--- config.mk ---
export PLATFORM = sky130hd
export DESIGN_NAME = packet_demux
export DESIGN_NICKNAME = d
export VERILOG_FILES = /design/src/rtl/packet_demux.sv
export SDC_FILE = /design/constraint.sdc
export NUM_CORES = 1
export LEC_CHECK = 0
export BUFFER_PORTS_ARGS = -buffer_cell sky130_fd_sc_hd__buf_4
export CAP_MARGIN = 20
export CORE_AREA = 2 2 730 732
export DETAILED_ROUTE_END_ITERATION = 10
export DIE_AREA = 0 0 732 734
export MAX_ROUTING_LAYER = met4
export PLACE_DENSITY = 0.3
export SKIP_CTS_REPAIR_TIMING = 1
export SLEW_MARGIN = 20
export SYNTH_ARGS = -nofsm -noshare
export SYNTH_HDL_FRONTEND = slang
export SYNTH_SLANG_ARGS = --single-unit
--- constraint.sdc ---
create_clock -name axis_aclk -period 37.1 [get_ports axis_aclk]
set_input_delay 1.855 -clock axis_aclk [delete_from_list [all_inputs] [get_ports axis_aclk]]
set_output_delay 1.855 -clock axis_aclk [all_outputs]
set_load 0.02 [all_outputs]
--- src/rtl/packet_demux.sv ---
// packet_demux: steers each AXI-Stream packet to one of M_COUNT master ports through a one-beat
// register slice. Define PACKET_DEMUX_DROP_EN to discard packets whose select is out of range.
module packet_demux #(
    parameter int M_COUNT     = 2,
    parameter int SELECT_SIZE = $clog2(M_COUNT),
    parameter int DATA_W      = 512,
    parameter int USER_W      = 48
) (
    input  logic                        axis_aclk,
    input  logic                        axis_rst,
    input  logic [SELECT_SIZE-1:0]      select,
    input  logic                        s_axis_tvalid,
    output logic                        s_axis_tready,
    input  logic                        s_axis_tlast,
    input  logic [DATA_W-1:0]           s_axis_tdata,
    input  logic [DATA_W/8-1:0]         s_axis_tkeep,
    input  logic [USER_W-1:0]           s_axis_tuser,
    output logic [M_COUNT-1:0]          m_axis_tvalid,
    input  logic [M_COUNT-1:0]          m_axis_tready,
    output logic [M_COUNT-1:0]          m_axis_tlast,
    output logic [M_COUNT*DATA_W-1:0]   m_axis_tdata,
    output logic [M_COUNT*DATA_W/8-1:0] m_axis_tkeep,
    output logic [M_COUNT*USER_W-1:0]   m_axis_tuser,
    output logic [SELECT_SIZE-1:0]      active_sel,
    output logic                        busy
);
    localparam logic [0:0] ST_IDLE = 1'b0;
    localparam logic [0:0] ST_BUSY = 1'b1;
    localparam logic [SELECT_SIZE:0] PORT_LIMIT = (SELECT_SIZE+1)'(M_COUNT);

    logic [0:0]             state;
    logic                   out_valid;
    logic [SELECT_SIZE-1:0] out_port;
    logic                   out_last;
    logic [DATA_W-1:0]      out_data;
    logic [DATA_W/8-1:0]    out_keep;
    logic [USER_W-1:0]      out_user;

    logic [SELECT_SIZE-1:0] cur_sel;
    logic [SELECT_SIZE-1:0] route_port;
    logic                   sel_in_range;
    logic                   drop_beat;
    logic                   port_ready;
    logic                   s_fire;

    // First beat of a packet takes select live; later beats reuse the latched index.
    always_comb begin
        cur_sel      = (state == ST_IDLE) ? select : active_sel;
        sel_in_range = ({1'b0, cur_sel} < PORT_LIMIT);
`ifdef PACKET_DEMUX_DROP_EN
        route_port   = cur_sel;
        drop_beat    = !sel_in_range;
`else
        route_port   = sel_in_range ? cur_sel : '0;
        drop_beat    = 1'b0;
`endif
    end

    always_comb begin
        m_axis_tvalid = '0;
        for (int i = 0; i < M_COUNT; i++)
            m_axis_tvalid[i] = out_valid && (out_port == SELECT_SIZE'(i));
    end

    assign port_ready    = |(m_axis_tvalid & m_axis_tready);
    assign s_axis_tready = !axis_rst && (!out_valid || port_ready);
    assign s_fire        = s_axis_tvalid && s_axis_tready;
    assign busy          = (state == ST_BUSY);

    always_ff @(posedge axis_aclk) begin
        if (axis_rst) begin
            state      <= ST_IDLE;
            active_sel <= '0;
            out_valid  <= 1'b0;
            out_port   <= '0;
        end else begin
            if (s_fire) begin
                if (state == ST_IDLE)
                    active_sel <= route_port;
                state <= s_axis_tlast ? ST_IDLE : ST_BUSY;
            end
            if (s_fire && !drop_beat) begin
                out_valid <= 1'b1;
                out_port  <= route_port;
            end else if (port_ready) begin
                out_valid <= 1'b0;
            end
        end
    end

    // Payload is qualified by out_valid, so it carries no reset.
    always_ff @(posedge axis_aclk) begin
        if (s_fire && !drop_beat) begin
            out_data <= s_axis_tdata;
            out_keep <= s_axis_tkeep;
            out_user <= s_axis_tuser;
            out_last <= s_axis_tlast;
        end
    end

    for (genvar i = 0; i < M_COUNT; i++) begin : g_port
        assign m_axis_tdata[i*DATA_W +: DATA_W]     = out_data;
        assign m_axis_tkeep[i*DATA_W/8 +: DATA_W/8] = out_keep;
        assign m_axis_tuser[i*USER_W +: USER_W]     = out_user;
        assign m_axis_tlast[i]                      = out_last;
    end
endmodule

* Word level (Yosys, flattened, before mapping)
Cells that the tools add are included.
Storage, ports and cells: register bits 629, logic and storage cells 25, input bits 631, output and inout port bits 1255
Operators by class: reduce and logical (&&, ||, !) cells 10, bitwise operators 3, mux-type cells 4
Operators by type and width (count):
- $logic_and A1 B1 Y1 | 4
- $mux W1 | 4
- $and A2 B2 Y2 | 1
- $logic_not A1 Y1 | 2
- $not A1 Y1 | 2
- $reduce_and A2 Y1 | 1
- $reduce_bool A2 Y1 | 1
- $reduce_or A2 Y1 | 1
- $logic_or A1 B1 Y1 | 1

* Logic depth before layout (Yosys ltp)
word-level depth 8, depth in mapped cells 3, depth with buffers taken out 3

* Worst setup path after synthesis
Ideal clock, no wire load.
path type input to register, from in m_axis_tready[1], to reg out_data[0], enable pin, stages on the path 3, slack 7.411 ns, data required time 35.473 ns, arrival time 28.062 ns, buffers on the path 0, library setup time 1.627 ns, cell sequence mux2i_1 a21bo_2 nor2_1
On the way: word-level cells in the longest chain between the ends 5
RTL lines:
- start, declared | line 19 | input logic [M_COUNT-1:0] m_axis_tready,
- $and A2 B2 Y2 | line 65 | assign port_ready = |(m_axis_tvalid & m_axis_tready);
- $reduce_or A2 Y1 | line 65
- $logic_or A1 B1 Y1 | line 66 | assign s_axis_tready = !axis_rst && (!out_valid || port_ready);
- $logic_and A1 B1 Y1 | line 66
- $logic_and A1 B1 Y1 | line 67 | assign s_fire = s_axis_tvalid && s_axis_tready;
- net s_fire | line 44 | logic s_fire;
- end signal, assigned | line 94 | out_data <= s_axis_tdata;
- end, declared | line 35 | logic [DATA_W-1:0] out_data;
The timed path passes the listed nets, and every way through them passes these cells. A chain may end at the register's enable or synchronous reset.

* Worst setup path after layout
from in m_axis_tready[1], to reg out_keep[58], enable pin
On the way: word-level cells in the longest chain between the ends 5
RTL lines:
- $and A2 B2 Y2 | line 65
- $reduce_or A2 Y1 | line 65
- $logic_or A1 B1 Y1 | line 66
- $logic_and A1 B1 Y1 | line 66
- $logic_and A1 B1 Y1 | line 67
- net s_fire | line 44
- end signal, assigned | line 95 | out_keep <= s_axis_tkeep;
- end, declared | line 36 | logic [DATA_W/8-1:0] out_keep;
The timed path passes the listed nets, and every way through them passes these cells.

==> results_dict.tcl <==
set metrics [dict create \
    post_synthesis_cells 1276 \
    placed_cell_area_sq_um 42100 \
    slew_viol_final 0 \
    htreeDepth 3 \
    worstSetupStartpointType "input pin" \
    busiest_layer "met2" \
    synth_top_area_share_pct 79.2 \
    synth.avg_cell_area_sq_um 18.6 \
    layout_worst_path_cycle_share_pct 18.1 \
    final_hold_viol_count 0 \
    rr_worst_depth 10 \
    ff2ff_setup_slack_ns 30.92 \
    cts_tree "done" \
    met2_usage_pct 15.9 \
    yosys-top-cells-area "edfxtp_1, buf_4, dfxtp_1" \
    path_max_fanout 72 \
    yosys-top-cells-count "buf_4, edfxtp_1, dfxtp_1, nor2_1" \
    synth_cell_types 13 \
    startpoint_of_the_worst_slack_reg_to_reg_timing_path "out_port" \
    synth-edff-count 625 \
    cp.arrival_ns 7.15 \
    worstSetupEndpoint "out_keep[58]" \
    timing.final.crit_period_ns 6.73 \
    use_met1_pct 11.5 \
    drc 0 \
    leakage_component_of_the_power_nw 16.5 \
    num_vias 18000 \
    relSlewSlack_pct 36.7 \
    die_width_um 732 \
    worst_r2r_endpoint "out_keep[58]" \
    final.fill_count 61100 \
    globalplace.congestion 0.896 \
    max_freq_ghz 0.149 \
    fp.dieArea_sq_um 537000 \
    grt_pass1_vias 17400 \
    maximum_number_of_pins_on_one_net_before_global_route_repair 73 \
    antenna_left 0 \
    io_pins 1886 \
    numPortBuffers 1885 \
    clkLatencyLatePin_ns 0.83 \
    critPathKind "input pin to flop" \
    post_drt_via_cell_ratio 1.80 \
    grt_first_pass_wirelength_mm 360 \
    hp-class "flop to flop" \
    num_rows 268 \
    crit_required_ns 37.52 \
    synth-warning-count 0 \
    detail_route.first_pass.iterations 4 \
    clock_tree_buf_depth 4 \
    yosysSeqAreaShare_pct 79.5 \
    max_cap_violations 0 \
    unrepaired_setup_endpoints_after_global_routing "false" \
    first_iter_violations 1223 \
    crit_path_end_kind "flop" \
    tns_ns 0 \
    post_drt_wl_per_cell_um 32.1 \
    grt_util_all_layers_pct 11.8 \
    initial_utilization_pct 4.47 \
    hold-worst-slack_ns 0.522 \
    setup_viol 0 \
    most_numerous_cell_in_the_yosys_netlist "buf_4" \
    clockRootBuffer "clkbuf_16" \
    die_h_um 734 \
    final_layout_size_suffix_gt1_share_pct 75.4 \
    cts_made_buffers 89 \
    yosys.area.top_type "edfxtp_1" \
    setup.worst_path.start "m_axis_tready[1]" \
    clock_skew_ns 0.0365 \
    postSynth.asyncResetShare_pct 0 \
    clock-sinks 629 \
    post_synth_instance_area_sq_um 23700 \
    layout.cell_area.non_filler_sq_um 45800 \
    global_route.usage.met3_pct 12.3 \
    synthFlopType "edfxtp_1" \
    status "finished, final reports clean" \
    fp.coreArea_sq_um 530000 \
    power.density_cell_area_nw_per_um2 44.9 \
    wirelength_mm 322 \
    tightest_pin_transition_ns 0.949 \
    irDropWorstVdd_uv 33.8 \
    num-nets-final 3271 \
    residual_overflow_from_global_routing 0 \
    layout-area-overhead-vs-synth_pct 93.4 \
    synth_seq_cells 629 \
    number_of_antenna_violations_at_the_first_check_in_global_routing 423 \
    clk_slew_on_worst_s_h_paths_ns 0.06 \
    mappedNetlistNets 1907 \
    detailedPlacementHpwl_mm 299 \
]
flip-flops by register name, summed over array words and instances, names as in the netlist:
name        cells
out_keep       64
out_valid       1
out_data      512
out_last        1
out_user       48
busy            1
out_port        1
active_sel      1
worst max-delay path, cell delays in order:
cell     delay (ns)
buf_4          0.11
mux2i_1        0.15
buf_4          0.21
a21bo_2        0.27
nor2_4         0.41
buf_4          0.50
buf_4          0.48
buf_4          0.59
buf_4          0.84
buf_4          0.70
buf_4          0.77
through the flow:
step / utilization (%) / cells / setup slack [ns] / power, mW
2_1_floorplan: - / 1276 / 7.41 / 1.01
3_3_place_gp: 7.93 / 9568 / 28.93 / 1.15
3_5_place_dp: 7.93 / 9569 / 29.36 / 1.15
4_1_cts: 8.51 / 9726 / 30.29 / 2.12
5_1_grt: 8.64 / 10000 / 29.98 / 2.14
6_report: 8.65 / 10000 / 30.37 / 2.06
worst min path at each step:
| stage | startpoint | endpoint | slack, ns | depth (start not counted) |
|---|---|---|---|---|
| floorplan | out_valid | out_valid | 0.53 | 2 |
| global placement | active_sel | active_sel | 0.52 | 2 |
| detailed placement | active_sel | active_sel | 0.51 | 2 |
| CTS | active_sel | active_sel | 0.52 | 2 |
| global route | active_sel | active_sel | 0.54 | 2 |
| finish | active_sel | active_sel | 0.52 | 2 |
power by group:
| group | leakage [nW] | internal [mW] | switching (mW) |
|---|---|---|---|
| registers | 5.86 | 0.822 | 0.0405 |
| clock network | 1.48 | 0.559 | 0.375 |
| logic | 9.20 | 0.110 | 0.154 |
layer usage:
layer / vias to the layer above / wire [um] / share of wire [%]
met2: 1837 / 125000 / 39
met1: 8635 / 111000 / 35
met5: - / 0 / 0
met3: 400 / 74500 / 23
met4: 0 / 10400 / 3.2
li1: 7131 / - / -
layout by cell type, fill, tap and decap left out:
| cell type | Yosys | layout |
|---|---|---|
| buf_4 | 626 | 1899 |
| edfxtp_1 | 625 | 625 |
| diode_2 | 0 | 297 |
| clkbuf_16 | 0 | 89 |
| bufinv_16 | 0 | 17 |
| clkinv_2 | 0 | 14 |
| clkbuf_1 | 0 | 13 |
| clkinv_1 | 0 | 8 |
| inv_6 | 0 | 6 |
| clkinv_4 | 0 | 5 |
| dfxtp_1 | 4 | 4 |
| clkinvlp_4 | 0 | 4 |
| mux2i_1 | 3 | 3 |
| a21oi_1 | 3 | 3 |
| nand2b_1 | 3 | 3 |
| nor2_1 | 4 | 3 |
| nor2b_1 | 2 | 2 |
| mux2_4 | 2 | 2 |
| a21bo_2 | 1 | 1 |
| nor2_4 | 0 | 1 |
| and2_1 | 1 | 1 |
| and2b_1 | 1 | 1 |
| inv_16 | 0 | 1 |
| buf_12 | 0 | 1 |
area by class of cell:
cell class	instances	area [sq um]	area share, %
multi-input cells	20	153	0.333
diodes	297	743	1.62
flip-flops and latches	629	18800	41.1
well taps	7020	8780	19.2
repair buffers	1900	14300	31.1
clock buffers	102	2280	4.97
clock inverters	55	757	1.65
kinds of logic (layout without fill, tap and decap cells):
family | after synthesis | after routing | share of synthesized area [%]
DFF | 629 | 629 | 79.5
buffers and inverters | 627 | 2057 | 19.8
and+or+nand+nor | 11 | 11 | 0.253
muxes | 5 | 5 | 0.253
AOI/OAI and AO/OA | 4 | 4 | 0.106
other | 0 | 297 | 0
Power figures use the tool's default switching activity.
